[config.mk]
export PLATFORM = sky130hd
export DESIGN_NAME = reg_file_2r1w_flat
export DESIGN_NICKNAME = d
export VERILOG_FILES = /design/src/rtl/rf_pkg.sv /design/src/rtl/reg_file_2r1w_if.sv /design/src/rtl/rf_scoreboard.sv /design/src/rtl/reg_file_2r1w.sv /design/src/flat_wrapper.sv
export SDC_FILE = /design/constraint.sdc
export NUM_CORES = 1
export LEC_CHECK = 0
export ABC_AREA = 0
export CORE_MARGIN = 5
export CORE_UTILIZATION = 55
export CTS_BUF_LIST = sky130_fd_sc_hd__clkbuf_8
export CTS_CLUSTER_SIZE = 40
export DETAILED_ROUTE_END_ITERATION = 8
export PLACE_DENSITY_LB_ADDON = 0.25
export SYNTH_ARGS = -nofsm -noshare
export SYNTH_HDL_FRONTEND = slang
export SYNTH_SLANG_ARGS = --single-unit
[constraint.sdc]
create_clock -name clk -period 2.6 [get_ports clk]
set_clock_uncertainty 0.1 [all_clocks]
set_input_delay 0.52 -clock clk [delete_from_list [all_inputs] [get_ports clk]]
set_output_delay 0.52 -clock clk [all_outputs]
set_load 0.05 [all_outputs]
[src/rtl/rf_pkg.sv]
// Shared definitions for the 2-read/1-write register file: default geometry,
// the register index type and the helper that decides whether an index names
// a real, writable register.
package rf_pkg;

  localparam int DEF_DATA_W   = 8;
  localparam int DEF_ADDR_W   = 4;
  localparam int DEF_NUM_REGS = 16;
  localparam int ZERO_IDX     = 0;

  typedef logic [DEF_ADDR_W-1:0] reg_idx_t;

  // True when idx is an implemented register that is not the hardwired zero.
  // Reads, writes, reservations and busy lookups all share this rule.
  function automatic logic reg_usable(input int unsigned idx,
                                      input int unsigned num_regs,
                                      input logic        zero_reg);
    return (idx < num_regs) && !(zero_reg && (idx == ZERO_IDX));
  endfunction

endpackage

[src/rtl/reg_file_2r1w_if.sv]
// Bundle of the register-file access signals: one writeback port, two
// combinational read ports and the issue-side reservation/busy signals.
interface reg_file_2r1w_if
  import rf_pkg::*;
#(
  parameter int DATA_W   = DEF_DATA_W,
  parameter int ADDR_W   = DEF_ADDR_W,
  parameter int NUM_REGS = DEF_NUM_REGS
);

  logic              we;
  logic [ADDR_W-1:0] waddr;
  logic [DATA_W-1:0] wdata;
  logic [ADDR_W-1:0] raddr_a;
  logic [DATA_W-1:0] rdata_a;
  logic [ADDR_W-1:0] raddr_b;
  logic [DATA_W-1:0] rdata_b;
  logic              pend_set;
  logic [ADDR_W-1:0] pend_addr;
  logic              busy_a;
  logic              busy_b;
  logic [NUM_REGS-1:0] pend_vec;

  // Core side: drives addresses, write data and reservations.
  modport master (
    output we, waddr, wdata, raddr_a, raddr_b, pend_set, pend_addr,
    input  rdata_a, rdata_b, busy_a, busy_b, pend_vec
  );

  // Register file side.
  modport slave (
    input  we, waddr, wdata, raddr_a, raddr_b, pend_set, pend_addr,
    output rdata_a, rdata_b, busy_a, busy_b, pend_vec
  );

endinterface

[src/rtl/rf_scoreboard.sv]
// Pending-write scoreboard: one bit per register, set when issue reserves a
// destination and cleared when writeback lands. Also answers the per-port
// busy lookups used for RAW hazard detection.
module rf_scoreboard
  import rf_pkg::*;
#(
  parameter int ADDR_W   = DEF_ADDR_W,
  parameter int NUM_REGS = DEF_NUM_REGS,
  parameter int ZERO_REG = 0,
  parameter int BYPASS   = 1
) (
  input  logic                clk,
  input  logic                rst_n,
  input  logic                we,
  input  logic [ADDR_W-1:0]   waddr,
  input  logic                pend_set,
  input  logic [ADDR_W-1:0]   pend_addr,
  input  logic [ADDR_W-1:0]   raddr_a,
  input  logic [ADDR_W-1:0]   raddr_b,
  output logic                busy_a,
  output logic                busy_b,
  output logic [NUM_REGS-1:0] pend_vec
);

  logic [NUM_REGS-1:0] pend_q;
  logic [NUM_REGS-1:0] set_mask;
  logic [NUM_REGS-1:0] clr_mask;

  logic usable_a;
  logic usable_b;
  logic fwd_a;
  logic fwd_b;

  // Decode reservation and writeback into one-hot masks over the registers.
  always_comb begin
    // NOTE: defaulting every combinational output before any condition
    // guarantees no path leaves it unassigned, so no latch is inferred.
    set_mask = '0;
    clr_mask = '0;
    for (int i = 0; i < NUM_REGS; i++) begin
      if (reg_usable(i, NUM_REGS, ZERO_REG != 0)) begin
        set_mask[i] = pend_set && (pend_addr == ADDR_W'(i));
        clr_mask[i] = we && (waddr == ADDR_W'(i));
      end
    end
  end

  // Clear first, then set: a new producer reserving the register being
  // written back in the same cycle keeps ownership.
  always_ff @(posedge clk) begin
    if (!rst_n) begin
      // NOTE: state updates use non-blocking assignments so every flop in the
      // design samples pre-edge values regardless of block ordering.
      pend_q <= '0;
    end else begin
      pend_q <= (pend_q & ~clr_mask) | set_mask;
    end
  end

  // A register being forwarded this cycle is no longer a hazard.
  assign usable_a = reg_usable(32'(raddr_a), NUM_REGS, ZERO_REG != 0);
  assign usable_b = reg_usable(32'(raddr_b), NUM_REGS, ZERO_REG != 0);
  assign fwd_a    = (BYPASS != 0) && we && (waddr == raddr_a);
  assign fwd_b    = (BYPASS != 0) && we && (waddr == raddr_b);

  assign busy_a   = usable_a && !fwd_a && pend_q[raddr_a];
  assign busy_b   = usable_b && !fwd_b && pend_q[raddr_b];
  assign pend_vec = pend_q;

endmodule

[src/rtl/reg_file_2r1w.sv]
// General-purpose register file: one synchronous write port, two
// combinational read ports with optional write-to-read bypass, optional
// hardwired zero register and a pending-write scoreboard.
module reg_file_2r1w
  import rf_pkg::*;
#(
  parameter int DATA_W   = DEF_DATA_W,
  parameter int ADDR_W   = DEF_ADDR_W,
  parameter int NUM_REGS = DEF_NUM_REGS,
  parameter int ZERO_REG = 0,
  parameter int BYPASS   = 1
) (
  input  logic            clk,
  input  logic            rst_n,
  reg_file_2r1w_if.slave  bus
);

  logic [DATA_W-1:0] regs [NUM_REGS];
  logic [ADDR_W-1:0] raddr [2];
  logic [DATA_W-1:0] rdata [2];
  logic              wr_ok;

  // Writes to unimplemented registers or the hardwired zero are dropped.
  assign wr_ok = bus.we && reg_usable(32'(bus.waddr), NUM_REGS, ZERO_REG != 0);

  // Storage array: synchronous clear and single write port.
  always_ff @(posedge clk) begin
    if (!rst_n) begin
      // NOTE: the array is cleared on reset because software relies on a
      // known all-zero register state; this forces flops rather than RAM.
      for (int i = 0; i < NUM_REGS; i++) begin
        regs[i] <= '0;
      end
    end else if (wr_ok) begin
      regs[bus.waddr] <= bus.wdata;
    end
  end

  assign raddr[0] = bus.raddr_a;
  assign raddr[1] = bus.raddr_b;

  // Read muxes: zero for unusable addresses, forwarded data on a same-cycle
  // write hit, stored value otherwise.
  always_comb begin
    for (int p = 0; p < 2; p++) begin
      rdata[p] = '0;
      if (reg_usable(32'(raddr[p]), NUM_REGS, ZERO_REG != 0)) begin
        if ((BYPASS != 0) && bus.we && (bus.waddr == raddr[p])) begin
          rdata[p] = bus.wdata;
        end else begin
          rdata[p] = regs[raddr[p]];
        end
      end
    end
  end

  assign bus.rdata_a = rdata[0];
  assign bus.rdata_b = rdata[1];

  rf_scoreboard #(
    .ADDR_W   (ADDR_W),
    .NUM_REGS (NUM_REGS),
    .ZERO_REG (ZERO_REG),
    .BYPASS   (BYPASS)
  ) u_scoreboard (
    .clk       (clk),
    .rst_n     (rst_n),
    .we        (bus.we),
    .waddr     (bus.waddr),
    .pend_set  (bus.pend_set),
    .pend_addr (bus.pend_addr),
    .raddr_a   (bus.raddr_a),
    .raddr_b   (bus.raddr_b),
    .busy_a    (bus.busy_a),
    .busy_b    (bus.busy_b),
    .pend_vec  (bus.pend_vec)
  );

endmodule

[src/flat_wrapper.sv]
// flat-port wrapper written by rule: the top's interface ports become plain ports
module reg_file_2r1w_flat import rf_pkg::*;
#(
  parameter int DATA_W   = DEF_DATA_W,
  parameter int ADDR_W   = DEF_ADDR_W,
  parameter int NUM_REGS = DEF_NUM_REGS,
  parameter int ZERO_REG = 0,
  parameter int BYPASS   = 1
)
  (clk, rst_n, bus_we, bus_waddr, bus_wdata, bus_raddr_a, bus_raddr_b, bus_pend_set, bus_pend_addr, bus_rdata_a, bus_rdata_b, bus_busy_a, bus_busy_b, bus_pend_vec);
  reg_file_2r1w_if #(.DATA_W(DATA_W), .ADDR_W(ADDR_W), .NUM_REGS(NUM_REGS)) bus_i ();
  input  logic clk;
  input  logic rst_n;
  input wire logic [$bits(bus_i.we)-1:0] bus_we;
  input wire logic [$bits(bus_i.waddr)-1:0] bus_waddr;
  input wire logic [$bits(bus_i.wdata)-1:0] bus_wdata;
  input wire logic [$bits(bus_i.raddr_a)-1:0] bus_raddr_a;
  input wire logic [$bits(bus_i.raddr_b)-1:0] bus_raddr_b;
  input wire logic [$bits(bus_i.pend_set)-1:0] bus_pend_set;
  input wire logic [$bits(bus_i.pend_addr)-1:0] bus_pend_addr;
  output wire logic [$bits(bus_i.rdata_a)-1:0] bus_rdata_a;
  output wire logic [$bits(bus_i.rdata_b)-1:0] bus_rdata_b;
  output wire logic [$bits(bus_i.busy_a)-1:0] bus_busy_a;
  output wire logic [$bits(bus_i.busy_b)-1:0] bus_busy_b;
  output wire logic [$bits(bus_i.pend_vec)-1:0] bus_pend_vec;
  assign bus_i.we = bus_we;
  assign bus_i.waddr = bus_waddr;
  assign bus_i.wdata = bus_wdata;
  assign bus_i.raddr_a = bus_raddr_a;
  assign bus_i.raddr_b = bus_raddr_b;
  assign bus_i.pend_set = bus_pend_set;
  assign bus_i.pend_addr = bus_pend_addr;
  assign bus_rdata_a = bus_i.rdata_a;
  assign bus_rdata_b = bus_i.rdata_b;
  assign bus_busy_a = bus_i.busy_a;
  assign bus_busy_b = bus_i.busy_b;
  assign bus_pend_vec = bus_i.pend_vec;
  reg_file_2r1w #(.DATA_W(DATA_W), .ADDR_W(ADDR_W), .NUM_REGS(NUM_REGS), .ZERO_REG(ZERO_REG), .BYPASS(BYPASS)) u_core (.clk(clk), .rst_n(rst_n), .bus(bus_i));
endmodule
**Word-level counts from Yosys, hierarchy flattened**

Memories as Yosys holds them, arrays and structs flattened.
Index checks and enable logic that the tools add are counted.

- Memories kept: 1
- Output and inout port bits: 34
- Memory bits (writable): 128
- Logic and storage cells: 93
- Bits in registers: 16

- $lt $le $gt $ge: 2
- Reductions and logical operators: 41
- Equality and inequality tests: 32
- Multiplexer cells: 13
- Bitwise logic cells: 3

Memories:

| memory | depth | width | read ports | clocked after Yosys merged registers in | wr ports | line | source |
|---|---|---|---|---|---|---|---|
| u_core.regs | 16 | 8 | 2 | 0 | 16 | reg_file_2r1w.sv:18 | `logic [DATA_W-1:0] regs [NUM_REGS];` |

Operator list:

| kind | count |
|---|---|
| == test 4 bit, second input constant | 16 |
| logical AND 1 bit | 36 |
| == test 4 x 3 -> 1 bit, second input constant | 8 |
| two-way mux 8 bit | 3 |
| bitwise AND 16 bit | 1 |
| == test 4 x 2 -> 1 bit, second input constant | 4 |
| NOT 16 bit | 1 |
| OR 16 bit | 1 |
| less-than comparator 4 x 5 -> 1 bit, second input constant | 2 |
| binary-select mux 1 bit (select 4 bit) | 2 |
| == test 4 x 1 -> 1 bit, second input constant | 2 |
| == test 4 bit | 2 |
| zero test 4 bit | 2 |
| OR reduction 8 bit | 1 |
| two-way mux 1 bit | 7 |
| two-way mux 4 bit | 1 |
| zero test 1 bit | 2 |

**Depth between registers and ports, before layout**

- Word-level depth: 5
- Gate-level depth with buffers: 6
- Mapped depth without buffers: 4

**Hierarchy**

Synthesis repeated with hierarchy kept, for this count alone.

- Cell total of the unflattened synthesis: 578
- Area, all modules: 8519.4 um2

Modules (own cells, without submodules):

| module | instances | area each (um2) | cells an instance |
|---|---|---|---|
| reg_file_2r1w | 1 | 7467.2 | 471 |
| rf_scoreboard | 1 | 1052.3 | 107 |

**Worst setup path after synthesis**

OpenSTA, ideal clock, no wires.

- Path type: input to output
- Start point: input bus_raddr_a[2]
- End point: output bus_busy_a
- Required time: 1.980 ns
- Cell stages on the path: 4
- Slack: -0.440 ns
- Data arrival time: 2.420 ns
- Buffers on the path: 2
- Cell sequence: buf_4 buf_1 a211oi_1 a211oi_1

- Longest elaborated chain between the ends: 4

RTL lines:

| element | line | source |
|---|---|---|
| from (decl) | flat_wrapper.sv:17 | `input wire logic [$bits(bus_i.raddr_a)-1:0] bus_raddr_a;` |
| branches (longest 3 deep; another with binary-select mux 1 bit (select 4 bit)) | n/a |  |
| logical AND 1 bit * | rf_scoreboard.sv:66 | `assign busy_a = usable_a && !fwd_a && pend_q[raddr_a];` |
| to (decl) | flat_wrapper.sv:23 | `output wire logic [$bits(bus_i.busy_a)-1:0] bus_busy_a;` |

Mark *: on every way between the ends. The select of a mux whose other input is x is not followed.

**Worst setup path in the final report**

- Start point: input bus_raddr_b[0]
- End point: output bus_rdata_b[1]

- Longest elaborated chain between the ends: 3

RTL lines:

| element | line | source |
|---|---|---|
| from (decl) | flat_wrapper.sv:18 | `input wire logic [$bits(bus_i.raddr_b)-1:0] bus_raddr_b;` |
| branches (longest 2 deep; another with memory read (16 x 8 bit)) | n/a |  |
| two-way mux 8 bit * | reg_file_2r1w.sv:48 | `if ((BYPASS != 0) && bus.we && (bus.waddr == raddr[p])) begin` |
| to (decl) | flat_wrapper.sv:22 | `output wire logic [$bits(bus_i.rdata_b)-1:0] bus_rdata_b;` |

Mark *: on every way between the ends.

==> results.yml <==
global_route:
  grt_antenna_before_repair: 1
  track_usage_pct: 29.7
  grt_max_degree: 23
  grt_pass1_vias: 6193
  overflow: 0
  grt_pass1_wl_mm: 38.3
yosys:
  syn_inst: 555
  async_flop_share_pct: 0
  synth-seq-cells: 144
  synthFlopType: "edfxtp_1"
  syn_nets: 583
  ys_types: 31
  synth-edff-count: 128
  yosysSeqAreaShare_pct: 50.2
  syn_avg_cell_area_um2: 14.9
  syn_area_um2: 8300
  yosys_warnings: 0
sta:
  setup_slack_ns: -0.272
  finalSetupViolCount: 17
  slew_headroom_pct: 37.9
  rsz0062_at_grt: "true"
  fin_crit_sh_pct: 110
  layout_min_cycle_time_ns: 2.87
  finalHoldViolCount: 0
  tightest_slew_ns: 0.924
  slew_violations: 0
  fmax_mhz: 348
drt:
  viasPerCell: 6.49
  vias: 5875
  postRouteWirelength_mm: 25.7
  drc: 0
  routedWlPerCell_um: 28.4
  final_antenna_net_count: 0
  drt-initial-drc-count: 766
  first_pass_iters: 5
die:
  die_h_um: 133
  core_area_um2: 14600
  rows: 44
  initial_core_util_pct: 56.7
  ios: 62
  die_width_um: 133
  fp.dieArea_um2: 17600
outcome:
  status: "finished, violations left"
  violations: "setup timing"
cts:
  cts_tree: "built"
  cts_num_sinks: 144
  cts_hold_buf: 0
  cts_inserted_buffers: 17
  htreeDepth: 4
  path_clk_slew_ns: 0.07
  clockRootBuffer: "clkbuf_8"
  insertion_delay_ns: 0.45
  clockBufferDepth: 2
layout:
  post-route-util_pct: 72.1
  drive_above_1_share_pct: 37.0
  diodes: 0
  area_growth_pct: 27.2
  fin_cells: 905
  final_nets: 737
setup_path:
  crit_path_start_kind: "input port"
  crit_fanout: 8
  cp.arrival_ns: 2.25
  end_kind: "output pin"
  crit_required_ns: 1.98
  path_class: "input port to output pin"
place:
  port_buffers: 61
  place_hpwl_mm: 17.9
  place_congestion: 0.916
  dpl_worst_slack_ns: -0.478
  place_inst: 858
power_and_ir_drop:
  power.density_nw_per_um2: 543
  power.leakage_nw: 3.93
  power_w: 0.00573
  peakVddDrop_uv: 420
worst_hold_path:
  hp-class: "register to register"
job:
  maxCapViolCount: 0
[routing by layer]
metal,GRT usage [%],wire length [um],up-vias
met5,0,13,-
met1,37.5,9460,2998
met4,12.4,1140,2
met2,49.3,12600,340
met3,7.33,2420,83
li1,-,-,2452
[flip-flops by register name, summed over array words and instances, names as in the netlist]
signal                        count
u_core.u_scoreboard.pend_vec     16
u_core.regs                     128
[what timing repair did]
action                                  in CTS  in global routing
gates resized for setup                    124                 25
pin swaps                                    6                  1
gates cloned                                 5                  0
endpoints found under the setup margin      18                 18
setup buffers                                6                  5
[final timing paths]
path | cells past startpoint | end | startpoint | slack, ns
worst max register to register | 2 | u_core.u_scoreboard.pend_vec[12]$_SDFF_PN0_ | u_core.u_scoreboard.pend_vec[12]$_SDFF_PN0_ | 1.76
worst min-delay path | 2 | u_core.u_scoreboard.pend_vec[6]$_SDFF_PN0_ | u_core.u_scoreboard.pend_vec[6]$_SDFF_PN0_ | 0.41
worst max-delay path | 8 | bus_rdata_b[1] | bus_raddr_b[0] | -0.27
worst min register to register | 2 | u_core.u_scoreboard.pend_vec[6]$_SDFF_PN0_ | u_core.u_scoreboard.pend_vec[6]$_SDFF_PN0_ | 0.41
[cell type report]
| type | count | area [um2] |
|---|---|---|
| Sequential cell | 144 | 4160 |
| Fill cell | 990 | 4090 |
| Timing Repair Buffer | 173 | 1820 |
| Multi-Input combinational cell | 357 | 3920 |
| Tap cell | 184 | 230 |
| Clock inverter | 14 | 125 |
| Clock buffer | 17 | 234 |
| Inverter | 16 | 60.1 |
[where the power goes]
| part | internal [W] | switching, W |
|---|---|---|
| Sequential | 0.00264 | 0.0000774 |
| Combinational | 0.000635 | 0.000710 |
| Clock | 0.000825 | 0.000836 |
[synth_stat cells (3+ instances only)]
master    count  area [um2]
and2_1      128         801
edfxtp_1    128        3840
mux2i_1      50         500
mux4_1       49        1290
mux4_2       23         518
clkbuf_1     20        75.1
dfxtp_1      16         320
inv_1        16        60.1
mux2_2       16         180
o21ai_0      16        80.1
o22ai_1      16         100
nor2_1       14        52.6
buf_6         8        90.1
nand3b_1      6        45.0
xor2_1        6        52.6
nand2_1       5        18.8
a211oi_1      4        30.0
nand2b_1      4        25.0
nand3_1       4        20.0
nor3_1        4        20.0
buf_1         3        11.3
buf_2         3        15.0
[cells in the final DEF, fill, tap and decap left out, drive strengths merged, types with 5 or more instances in the layout]
cell type	count
mux4	72
o21ai	16
clkbuf	19
clkdlybuf4s50	30
mux2	16
o22ai	16
clkinv	7
nand3b	6
nor2	14
nand2	5
inv	18
clkdlybuf4s15	6
mux2i	50
buf	133
and2	128
xor2	6
edfxtp	128
dfxtp	16
[critical path: stages]
cell and delay, ns:
buf_12 0.11, buf_16 0.15, buf_12 0.12, mux4_1 0.56, mux2i_1 0.17, mux2i_1 0.15, mux2_4 0.32, buf_8 0.15
[stage by stage]
stage / TNS [ns] / instance area (um2) / hold slack, ns
floorplan: -0.000894 / 8310 / 0.602
global placement: -6.81 / 9720 / 0.387
detailed placement: -7.22 / 9720 / 0.398
CTS: -3.25 / 10500 / 0.409
global route: -4.50 / 10600 / 0.436
finish: -3.59 / 10600 / 0.414
[cell families (layout without fill, tap and decap cells)]
family                    Yosys count  count (layout)  share of synthesized area [%]
xor gates and xnor gates            8               8                          0.845
and+or+nand+nor                   175             175                           13.1
DFF                               144             144                           50.2
buffers and inverters              54             220                           3.39
muxes                             138             138                           30.0
AOI/OAI and AO/OA                  36              36                           2.53
(Power assumes the default switching activity.)
